**src/rtl/rgb_pwm_decoder.sv**
```systemverilog
// rgb_pwm_decoder: measures the high-time fraction of three asynchronous PWM
// inputs over a free-running window of 2^WINDOW_LOG2 clk cycles and reports
// the result as an RGB565 pixel with a one-cycle valid strobe.
// Optional build macro PWM_DEGLITCH_EN adds a per-channel two-sample glitch
// filter after the synchronizers (one extra cycle of latency).
module rgb_pwm_decoder #(
  parameter int WINDOW_LOG2 = 8
) (
  input  logic        clk,
  input  logic        rst,
  input  logic        en,
  input  logic        rPwm,
  input  logic        gPwm,
  input  logic        bPwm,
  output logic [15:0] pixel,
  output logic        pixelValid,
  output logic        busy
);

  localparam int SHR = WINDOW_LOG2 - 5;
  localparam int SHG = WINDOW_LOG2 - 6;

  typedef enum logic [1:0] {IDLE, MEASURE, REPORT} state_t;

  state_t state_q, state_d;

  // Channel order in all 3-bit vectors: [2]=red, [1]=green, [0]=blue.
  logic [2:0] pwm_raw;
  logic [2:0] sync1_q, sync2_q;
  logic [2:0] sample;

  logic [WINDOW_LOG2-1:0] win_q;
  logic                   last_win;
  logic                   count_en;
  logic                   load_pixel;
  logic [WINDOW_LOG2:0]   high_cnt [3];

  logic [15:0] pixel_q;
  logic        valid_q;

  assign pwm_raw = {rPwm, gPwm, bPwm};

  // Two-flop synchronizers bring the asynchronous PWM levels into clk.
  always_ff @(posedge clk) begin
    if (rst) begin
      sync1_q <= '0;
      sync2_q <= '0;
    end else begin
      sync1_q <= pwm_raw;
      sync2_q <= sync1_q;
    end
  end

`ifdef PWM_DEGLITCH_EN
  logic [2:0] prev_q, filt_q;

  // Filtered level follows the synchronized bit only once two consecutive
  // samples agree, so a lone one-cycle pulse never reaches the counters.
  always_ff @(posedge clk) begin
    if (rst) begin
      prev_q <= '0;
      filt_q <= '0;
    end else begin
      prev_q <= sync2_q;
      filt_q <= (sync2_q & prev_q) | (filt_q & (sync2_q | prev_q));
    end
  end

  assign sample = filt_q;
`else
  assign sample = sync2_q;
`endif

  assign last_win = (win_q == {WINDOW_LOG2{1'b1}});

  // State register.
  always_ff @(posedge clk) begin
    if (rst) state_q <= IDLE;
    else     state_q <= state_d;
  end

  // Next-state logic; dropping en mid-window abandons the window.
  always_comb begin
    state_d = state_q;
    case (state_q)
      IDLE:    state_d = en ? MEASURE : IDLE;
      MEASURE: begin
        if (!en)          state_d = IDLE;
        else if (last_win) state_d = REPORT;
        else              state_d = MEASURE;
      end
      REPORT:  state_d = en ? MEASURE : IDLE;
      default: state_d = IDLE;
    endcase
  end

  // State-decoded controls: counting only in an uninterrupted MEASURE cycle.
  always_comb begin
    busy       = (state_q == MEASURE);
    count_en   = (state_q == MEASURE) && en;
    load_pixel = (state_q == REPORT);
  end

  // Window position; cleared whenever not counting so every window starts at 0.
  always_ff @(posedge clk) begin
    if (rst || !count_en) win_q <= '0;
    else                  win_q <= win_q + 1'b1;
  end

  // One high-time counter per channel, one bit wider than the window so a
  // fully-high window (2^WINDOW_LOG2) is representable.
  for (genvar gi = 0; gi < 3; gi++) begin : g_chan
    logic [WINDOW_LOG2:0] cnt_q;

    // Count cycles where this channel's sample is high.
    always_ff @(posedge clk) begin
      if (rst || !count_en) cnt_q <= '0;
      else if (sample[gi])  cnt_q <= cnt_q + 1'b1;
    end

    assign high_cnt[gi] = cnt_q;
  end

  logic [WINDOW_LOG2:0] r_shift, g_shift, b_shift;
  logic [4:0]           r_field, b_field;
  logic [5:0]           g_field;

  // Scale counts to field widths; a full window would overflow, so clamp it.
  always_comb begin
    r_shift = high_cnt[2] >> SHR;
    g_shift = high_cnt[1] >> SHG;
    b_shift = high_cnt[0] >> SHR;
    r_field = high_cnt[2][WINDOW_LOG2] ? 5'h1f  : r_shift[4:0];
    g_field = high_cnt[1][WINDOW_LOG2] ? 6'h3f  : g_shift[5:0];
    b_field = high_cnt[0][WINDOW_LOG2] ? 5'h1f  : b_shift[4:0];
  end

  // Pixel holds between windows; valid strobes with each new value.
  always_ff @(posedge clk) begin
    if (rst) begin
      pixel_q <= 16'h0000;
      valid_q <= 1'b0;
    end else begin
      valid_q <= load_pixel;
      if (load_pixel) pixel_q <= {r_field, g_field, b_field};
    end
  end

  assign pixel      = pixel_q;
  assign pixelValid = valid_q;

endmodule

```
**config.mk**
```make
export PLATFORM = sky130hd
export DESIGN_NAME = rgb_pwm_decoder
export DESIGN_NICKNAME = d
export VERILOG_FILES = /design/src/rtl/rgb_pwm_decoder.sv
export SDC_FILE = /design/constraint.sdc
export NUM_CORES = 1
export LEC_CHECK = 0
export CAP_MARGIN = 40
export CORE_AREA = 2 2 84 86
export CTS_BUF_LIST = sky130_fd_sc_hd__clkbuf_4
export CTS_CLUSTER_DIAMETER = 150
export DETAILED_ROUTE_END_ITERATION = 8
export DIE_AREA = 0 0 86 88
export GPL_ROUTABILITY_DRIVEN = 0
export PLACE_DENSITY = 0.59
export SLEW_MARGIN = 5
export SYNTH_ARGS = -nofsm -noshare
export SYNTH_HDL_FRONTEND = slang
export SYNTH_SLANG_ARGS = --single-unit
```
**constraint.sdc**
```tcl
create_clock -name clk -period 1.1 [get_ports clk]
set_input_delay 0.165 -clock clk [delete_from_list [all_inputs] [get_ports clk]]
set_output_delay 0.165 -clock clk [all_outputs]
set_load 0.01 [all_outputs]
```
==> impl_results.md, run 1 <==
* Core Region at 0.006644 mm2
* DRC violations left at 0
* Max-cap viol count at 0
* Post-CTS Hold Buffers at 0
* Drt first-iter violations at 100
* Initial antenna violation count at 0
* Worst hold stages at 2
* HPWL Detailed at 3344 um
* CP Class: reg2reg
* Root buf cell: clkbuf_4
* H-tree Lvls at 3
* Register area share after synthesis at 0.5164
* Max Transition Viols Final at 0
* Area Growth Syn to Fin at 56.27%
* Synthesized area per cell at 9.121 um2
* Layout Skew at 0.01634 ns
* Status: complete, but fails checks
* Final setup vio count at 29
* Worst Path Arrival at 1.52 ns
* Hold EP: sync1_q[1]$_SDFF_PP0_
* Largest family of logic cells by synthesized area: simple AND/OR/NAND/NOR gates
* Total congestion overflow at 0
* Height of the chip at 88 um
* Post-Syn Area at 0.002326 mm2
* Slew headroom at 0.7616
* Inserted Diodes at 0
* Failing checks: negative setup slack
* Layout cell share with drive strength beyond 1 at 0.5581
* Total number of vias at 2084
* Worst Path Required at 1.44 ns
* R2R cell count at 4
* Largest net degree at the start of global routing at 25
* Worst-path clk slew at 0.11 ns
* Fin. Hold Viols at 0
* Max FO, Critical Path at 4
* FMAX at 0.8471 GHz
* GRT Overall Usage at 0.1537
* Die outline width at 86 um
* Post-synth top area cell: dfxtp_1
* Post-synthesis compound-gate area fraction at 0.1183
* Worst skew pair latency at 0.40 ns
* FILL cells at 629
* Starting Density at 0.3501
* # clock sinks at 60
* Fin crit share at 1.073
* Worst hold path class: in2reg
* Unique masters post-synth at 28
* Top cells by area, synth: dfxtp_1 (52%), nor2_1 (8.4%), a211oi_1 (5.2%), xor2_1 (4.1%), nand4_1 (3.8%)
* Startpoint Class: flip-flop
* Ys flop type: dfxtp_1
* Vias per cell at 4.915
* Io pins at 24
* Vias in the first global route at 1991
* Post-route setup slack at -0.08055 ns
* Row count at 30
* Cell leakage power at 1.372 nW
* Post-synthesis mux area share at 0.01721
* Die ar. at 0.007568 mm2
* FF-to-FF Start: state_q[0]$_SDFF_PP0_
* CTS Buffer Depth at 2
* Min-Delay Startpoint: gPwm
* Simple-Gate Fraction of Synth Area at 0.2453
* Crit path time final at 1.181 ns
* Port bufs at 23
* RSZ-0062 raised after global routing: true
* Number of synthesized flops with an enable pin at 0
* Num CTS Buffers at 9
* DR WL/cell at 12.70 um
* Post-Synth Adder-Cell Area at 0.02152
* Synthesized instance count at 255
* Syn Nets at 265
* First-pass GRT wire length at 9087 um
* Setup_tns at -1.056 ns
* Drt pass-1 iters at 4
* Total Routed Length at 5384 um
* Worst R2R Setup Slack at -0.08 ns
* Worst Setup End Kind: flip-flop
* VDD IR-drop max at 0.0004794 V
* Synth Area in XOR/XNOR at 0.05648
* FF+latch count, synth at 60
* Reg2Reg Capture Point: g_chan[1].cnt_q[7]$_SDFFE_PP0P_
* Nets at 349
* Top cell type's share of synthesized area at 0.5164
* Worst Tran Pin Value at 0.3576 ns
* Async S/R FF share, synth at 0
* Core Util, Final at 0.5471
* Synthesis warning total at 0
* CTS tree: done
* Antenna viol nets, final at 0
* PD cells at 1166 mW/mm2
==> worst max path at each step <==
stage / from / slack [ns] / endpoint
finish: state_q[0]$_SDFF_PP0_ / -0.08 / g_chan[1].cnt_q[7]$_SDFFE_PP0P_
global route: state_q[0]$_SDFF_PP0_ / -0.15 / g_chan[1].cnt_q[7]$_SDFFE_PP0P_
CTS: state_q[1]$_SDFF_PP0_ / -0.09 / busy
detailed placement: rst / -0.33 / g_chan[0].cnt_q[7]$_SDFFE_PP0P_
global placement: rst / -0.31 / g_chan[1].cnt_q[7]$_SDFFE_PP0P_
floorplan: sample[2]$_SDFF_PP0_ / -0.09 / g_chan[2].cnt_q[7]$_SDFFE_PP0P_
==> cell families after synthesis <==
group           count (synthesis)
flops                          60
simple gates                  115
mux                             4
buf+inv                        13
fa+ha+maj                       4
compound gates                 44
xor+xnor                       15
==> critical path, cell delays in order (launching register included) <==
cell       delay, ns
dfxtp_2         0.35
buf_6           0.12
nand4bb_4       0.13
or4_1           0.47
nand2_1         0.06
==> synthesized netlist by cell type (3+ instances only) <==
master    number
a211oi_1      16
a21oi_1       13
clkbuf_1       8
dfxtp_1       60
ha_1           4
mux2i_1        4
nand2_1       16
nand3_1        3
nand4_1       14
nor2_1        52
nor2b_1        9
o21ai_0       10
or3_1         10
or4_1          4
xnor2_1        4
xor2_1        11
==> layer usage <==
layer,up-vias,global-route usage,share of wire
li1,1065,-,-
met1,973,0.1961,0.49
met2,35,0.2474,0.46
met3,11,0.02545,0.026
met4,0,0.08658,0.025
met5,-,0,0
==> power by group <==
| part | switching (mW) | total, mW | internal (mW) |
|---|---|---|---|
| clock network | 0.789 | 1.95 | 1.16 |
| logic | 0.0579 | 0.119 | 0.0606 |
| registers | 0.00820 | 2.17 | 2.16 |
| total | 0.855 | 4.24 | 3.38 |
==> state kept, by name, summed over array words and instances, names as in the netlist <==
name / cells
win_q: 8
sample: 3
g_chan.cnt_q: 27
pixel: 16
state_q: 2
pixelValid: 1
sync1_q: 3
==> stage by stage <==
stage                     hold slack, ns  total power, mW  setup slack, ns  cells  area, um2
after CTS                         0.3120            4.282         -0.09104    422       3390
after floorplan                   0.2366            2.287         -0.09451    255       2436
after detailed placement          0.4212            2.337          -0.3347    391       3039
after global placement            0.4183            2.335          -0.3136    391       3039
final                             0.3282            4.239         -0.08055    424       3635
after global routing              0.3207            4.401          -0.1487    424       3635
==> area by class of cell <==
cell class	instances	area, um2	area share
clock buffers	10	75.07	0.02065
multi-input cells	182	1376	0.3787
flip-flops and latches	60	1279	0.3518
well taps	80	100.1	0.02754
clock inverters	6	102.6	0.02823
repair buffers	86	701.9	0.1931
==> cell usage in the layout, fill, tap and decap left out, types with 4 or more instances in the layout <==
| cell type | netlist | final |
|---|---|---|
| buf_4 | 1 | 52 |
| nand4_1 | 14 | 14 |
| ha_4 | 0 | 4 |
| o21ai_0 | 10 | 10 |
| xor2_1 | 11 | 11 |
| or3_1 | 10 | 7 |
| dfxtp_4 | 0 | 9 |
| nand2_2 | 0 | 5 |
| buf_2 | 2 | 14 |
| clkdlybuf4s50_1 | 0 | 5 |
| nor2_4 | 0 | 10 |
| nor2_1 | 52 | 38 |
| nor2_2 | 0 | 4 |
| buf_6 | 0 | 13 |
| nor2b_1 | 9 | 7 |
| nand2_1 | 16 | 11 |
| dfxtp_1 | 60 | 16 |
| mux2i_1 | 4 | 4 |
| xnor2_1 | 4 | 4 |
| clkbuf_4 | 0 | 10 |
| dfxtp_2 | 0 | 35 |
| a211oi_2 | 0 | 12 |
| a21oi_2 | 0 | 6 |
| a21oi_1 | 13 | 7 |
==> what timing repair did <==
item	CTS	global route
pin swaps	22	31
setup buffers	14	2
cloned	1	1
gates resized for setup	124	57
setup endpoints to repair	64	51
(Power assumes the default switching activity.)
==> run 2: changes to the inputs <==
--- a/config.mk
+++ b/config.mk
@@ -6,13 +6,15 @@
 export NUM_CORES = 1
 export LEC_CHECK = 0
 export CAP_MARGIN = 40
+export CELL_PAD_IN_SITES_DETAIL_PLACEMENT = 1
+export CELL_PAD_IN_SITES_GLOBAL_PLACEMENT = 1
 export CORE_AREA = 2 2 84 86
 export CTS_BUF_LIST = sky130_fd_sc_hd__clkbuf_4
 export CTS_CLUSTER_DIAMETER = 150
 export DETAILED_ROUTE_END_ITERATION = 8
 export DIE_AREA = 0 0 86 88
 export GPL_ROUTABILITY_DRIVEN = 0
-export PLACE_DENSITY = 0.59
+export PLACE_DENSITY = 0.72
 export SLEW_MARGIN = 5
 export SYNTH_ARGS = -nofsm -noshare
 export SYNTH_HDL_FRONTEND = slang
==> impl_results.md, run 2 (same netlist as run 1, synthesis figures left out) <==
* P_int at 2.714 mW (-20%)
* Vias in the first global route at 2230 (+12%)
* Design Area, Final at 0.003656 mm2 (+0.59%)
* Commonest non-fill, non-tap cell in the layout: buf_4
* DR WL/cell at 15.65 um (+23%)
* Height of the chip at 88 um (unchanged)
* Total Routed Length at 6760 um (+26%)
* Core Region at 0.006644 mm2 (unchanged)
* Worst-path clk slew at 0.10 ns (about the same)
* Final setup vio count at 30 (+3.4%)
* Worst Tran Pin Value at 0.3833 ns (+0.02574 ns)
* Worst Path Required at 1.42 ns (-0.02 ns)
* Fin. Hold Viols at 0 (unchanged)
* Status: complete, but fails checks
* Num CTS Buffers at 9 (unchanged)
* Largest net degree at the start of global routing at 25 (unchanged)
* Crit path time final at 1.254 ns (+0.07310 ns)
* H-tree Lvls at 3 (unchanged)
* Fin crit share at 1.140 (+0.06646)
* Slew headroom at 0.7444 (-0.01716)
* DP Area at 0.003062 mm2 (+0.74%)
* DRC violations left at 0 (unchanged)
* Die ar. at 0.007568 mm2 (unchanged)
* Inserted Diodes at 0 (unchanged)
* Io pins at 24 (unchanged)
* Most frequent cells in the layout: buf_4 (58), nor2_1 (39), dfxtp_2 (39)
* Root buf cell: clkbuf_4
* Startpoint Class: flip-flop
* PD cells at 977.2 mW/mm2 (-16%)
* R2R cell count at 4 (unchanged)
* Total number of vias at 2183 (+4.8%)
* Layout cell share with drive strength beyond 1 at 0.5966 (+0.03845)
* Antenna viol nets, final at 0 (unchanged)
* Failing checks: negative setup slack
* Row count at 30 (unchanged)
* Max Transition Viols Final at 0 (unchanged)
* Layout Skew at 0.01470 ns (-0.001639 ns)
* Worst skew pair latency at 0.40 ns (about the same)
* FILL cells at 753 (+20%)
* Area Growth Syn to Fin at 57.18%
* Post-CTS Hold Buffers at 0 (unchanged)
* Nets at 358 (+2.6%)
* Sw frac at 0.2405 (+0.03874)
* Largest register FFs at 27 (unchanged)
* GRT Overall Usage at 0.1756 (+0.02192)
* Vias per cell at 5.053 (+2.8%)
* Starting Density at 0.3501 (unchanged)
* Pre-CTS WS at -0.4569 ns (-0.1222 ns)
* First-pass GRT wire length at 10310 um (+13%)
* CTS Buffer Depth at 2 (unchanged)
* Reg2Reg Capture Point: g_chan[2].cnt_q[6]$_SDFFE_PP0P_
* Largest Register: g_chan.cnt_q
* Drt first-iter violations at 55 (-45%)
* RSZ-0062 raised after global routing: true
* Cell leakage power at 1.396 nW (+1.8%)
* FMAX at 0.7977 GHz (-5.8%)
* Logic gate share of total power at 0.034 (+0.006)
* VDD IR-drop max at 0.0004695 V (-2.1%)
* Worst Path Arrival at 1.58 ns (+0.06 ns)
* Port bufs at 23 (unchanged)
* Initial antenna violation count at 0 (unchanged)
* # clock sinks at 60 (unchanged)
* Worst hold path class: in2reg
* HPWL Detailed at 4004 um (+20%)
* Net switching power at 0.8592 mW (+0.48%)
* CTS tree: done
* Clock power share at 0.357 (-0.103)
* Post-route setup slack at -0.1537 ns (-0.07310 ns)
* Max FO, Critical Path at 5 (+1)
* FF-to-FF Start: sample[2]$_SDFF_PP0_
* Crit path from: sample[2]$_SDFF_PP0_
* Worst setup path endpoint: g_chan[2].cnt_q[6]$_SDFFE_PP0P_
* Flop pwr share at 0.609 (+0.097)
* Worst R2R Setup Slack at -0.15 ns (-0.07 ns)
* Worst Setup End Kind: flip-flop
* Max-cap viol count at 0 (unchanged)
* CP Class: reg2reg
* Drt pass-1 iters at 4 (unchanged)
* Die outline width at 86 um (unchanged)
* Total congestion overflow at 0 (unchanged)
-- run 2: cell types whose count changed in the layout (fill, tap and decap cells not counted), sizes merged --
cell / change
buf: +9
clkinv: +1
bufinv: -3
clkbuf: +1
-- run 2: power by group through the flow --
stage               clock [mW]  combinational, mW  sequential (mW)
detailed placement           0              0.106             2.23
global route              1.42              0.131             2.18
finish                    1.27              0.122             2.18
floorplan                    0             0.0557             2.23
global placement             0              0.105             2.23
CTS                       1.32              0.110             2.18
-- run 2: final cells by class --
| type | instances | area [um2] | area share |
|---|---|---|---|
| sequential | 60 | 1276 | 0.3491 |
| tap | 80 | 100.1 | 0.02738 |
| clock inverter | 4 | 18.77 | 0.005133 |
| clock buffer | 11 | 82.58 | 0.02259 |
| multi-input combinational | 182 | 1375 | 0.3761 |
| timing repair buffer | 95 | 803.3 | 0.2197 |
-- run 2: critical path, stage by stage, from the launching register on --
cell,delay [ns]
dfxtp_2,0.37
nand4_4,0.13
buf_6,0.16
or3_1,0.35
a21oi_1,0.17
-- run 2: what timing repair did --
item                                    4_1_cts  5_1_grt
buffers inserted                             11        8
resized for setup                           125       58
pin swaps                                    28       20
endpoints found under the hold margin         0        0
gates cloned                                  2        2
endpoints found under the setup margin       69       47
-- run 2: worst min-delay path by stage --
| stage | endpoint | from | cells past startpoint |
|---|---|---|---|
| 2_1_floorplan | pixelValid$_SDFF_PP0_ | rst | 1 |
| 3_3_place_gp | sample[0]$_SDFF_PP0_ | sync1_q[0]$_SDFF_PP0_ | 1 |
| 3_5_place_dp | sample[1]$_SDFF_PP0_ | sync1_q[1]$_SDFF_PP0_ | 1 |
| 4_1_cts | sync1_q[2]$_SDFF_PP0_ | rPwm | 2 |
| 5_1_grt | sync1_q[1]$_SDFF_PP0_ | gPwm | 2 |
| 6_report | sync1_q[2]$_SDFF_PP0_ | rPwm | 2 |
-- run 2: per-stage QoR --
stage               utilization  std cells  total power [mW]  TNS, ns  hold slack, ns
CTS                      0.5034        422             3.614   -1.566          0.2888
floorplan                     -        255             2.287  -0.2817          0.2366
finish                   0.5503        432             3.573   -2.402          0.3104
detailed placement       0.4608        394             2.338   -13.55          0.4275
global route             0.5503        432             3.726   -4.892          0.3073
global placement         0.4608        394             2.337   -11.07          0.4227
-- run 2: layer usage --
layer  part of all wire  global-route usage  vias up
li1                   -                   -     1079
met1               0.43              0.2069     1060
met2               0.53              0.3101       36
met3              0.027             0.03110        8
met4              0.010             0.08225        0
met5                  0                   0        -
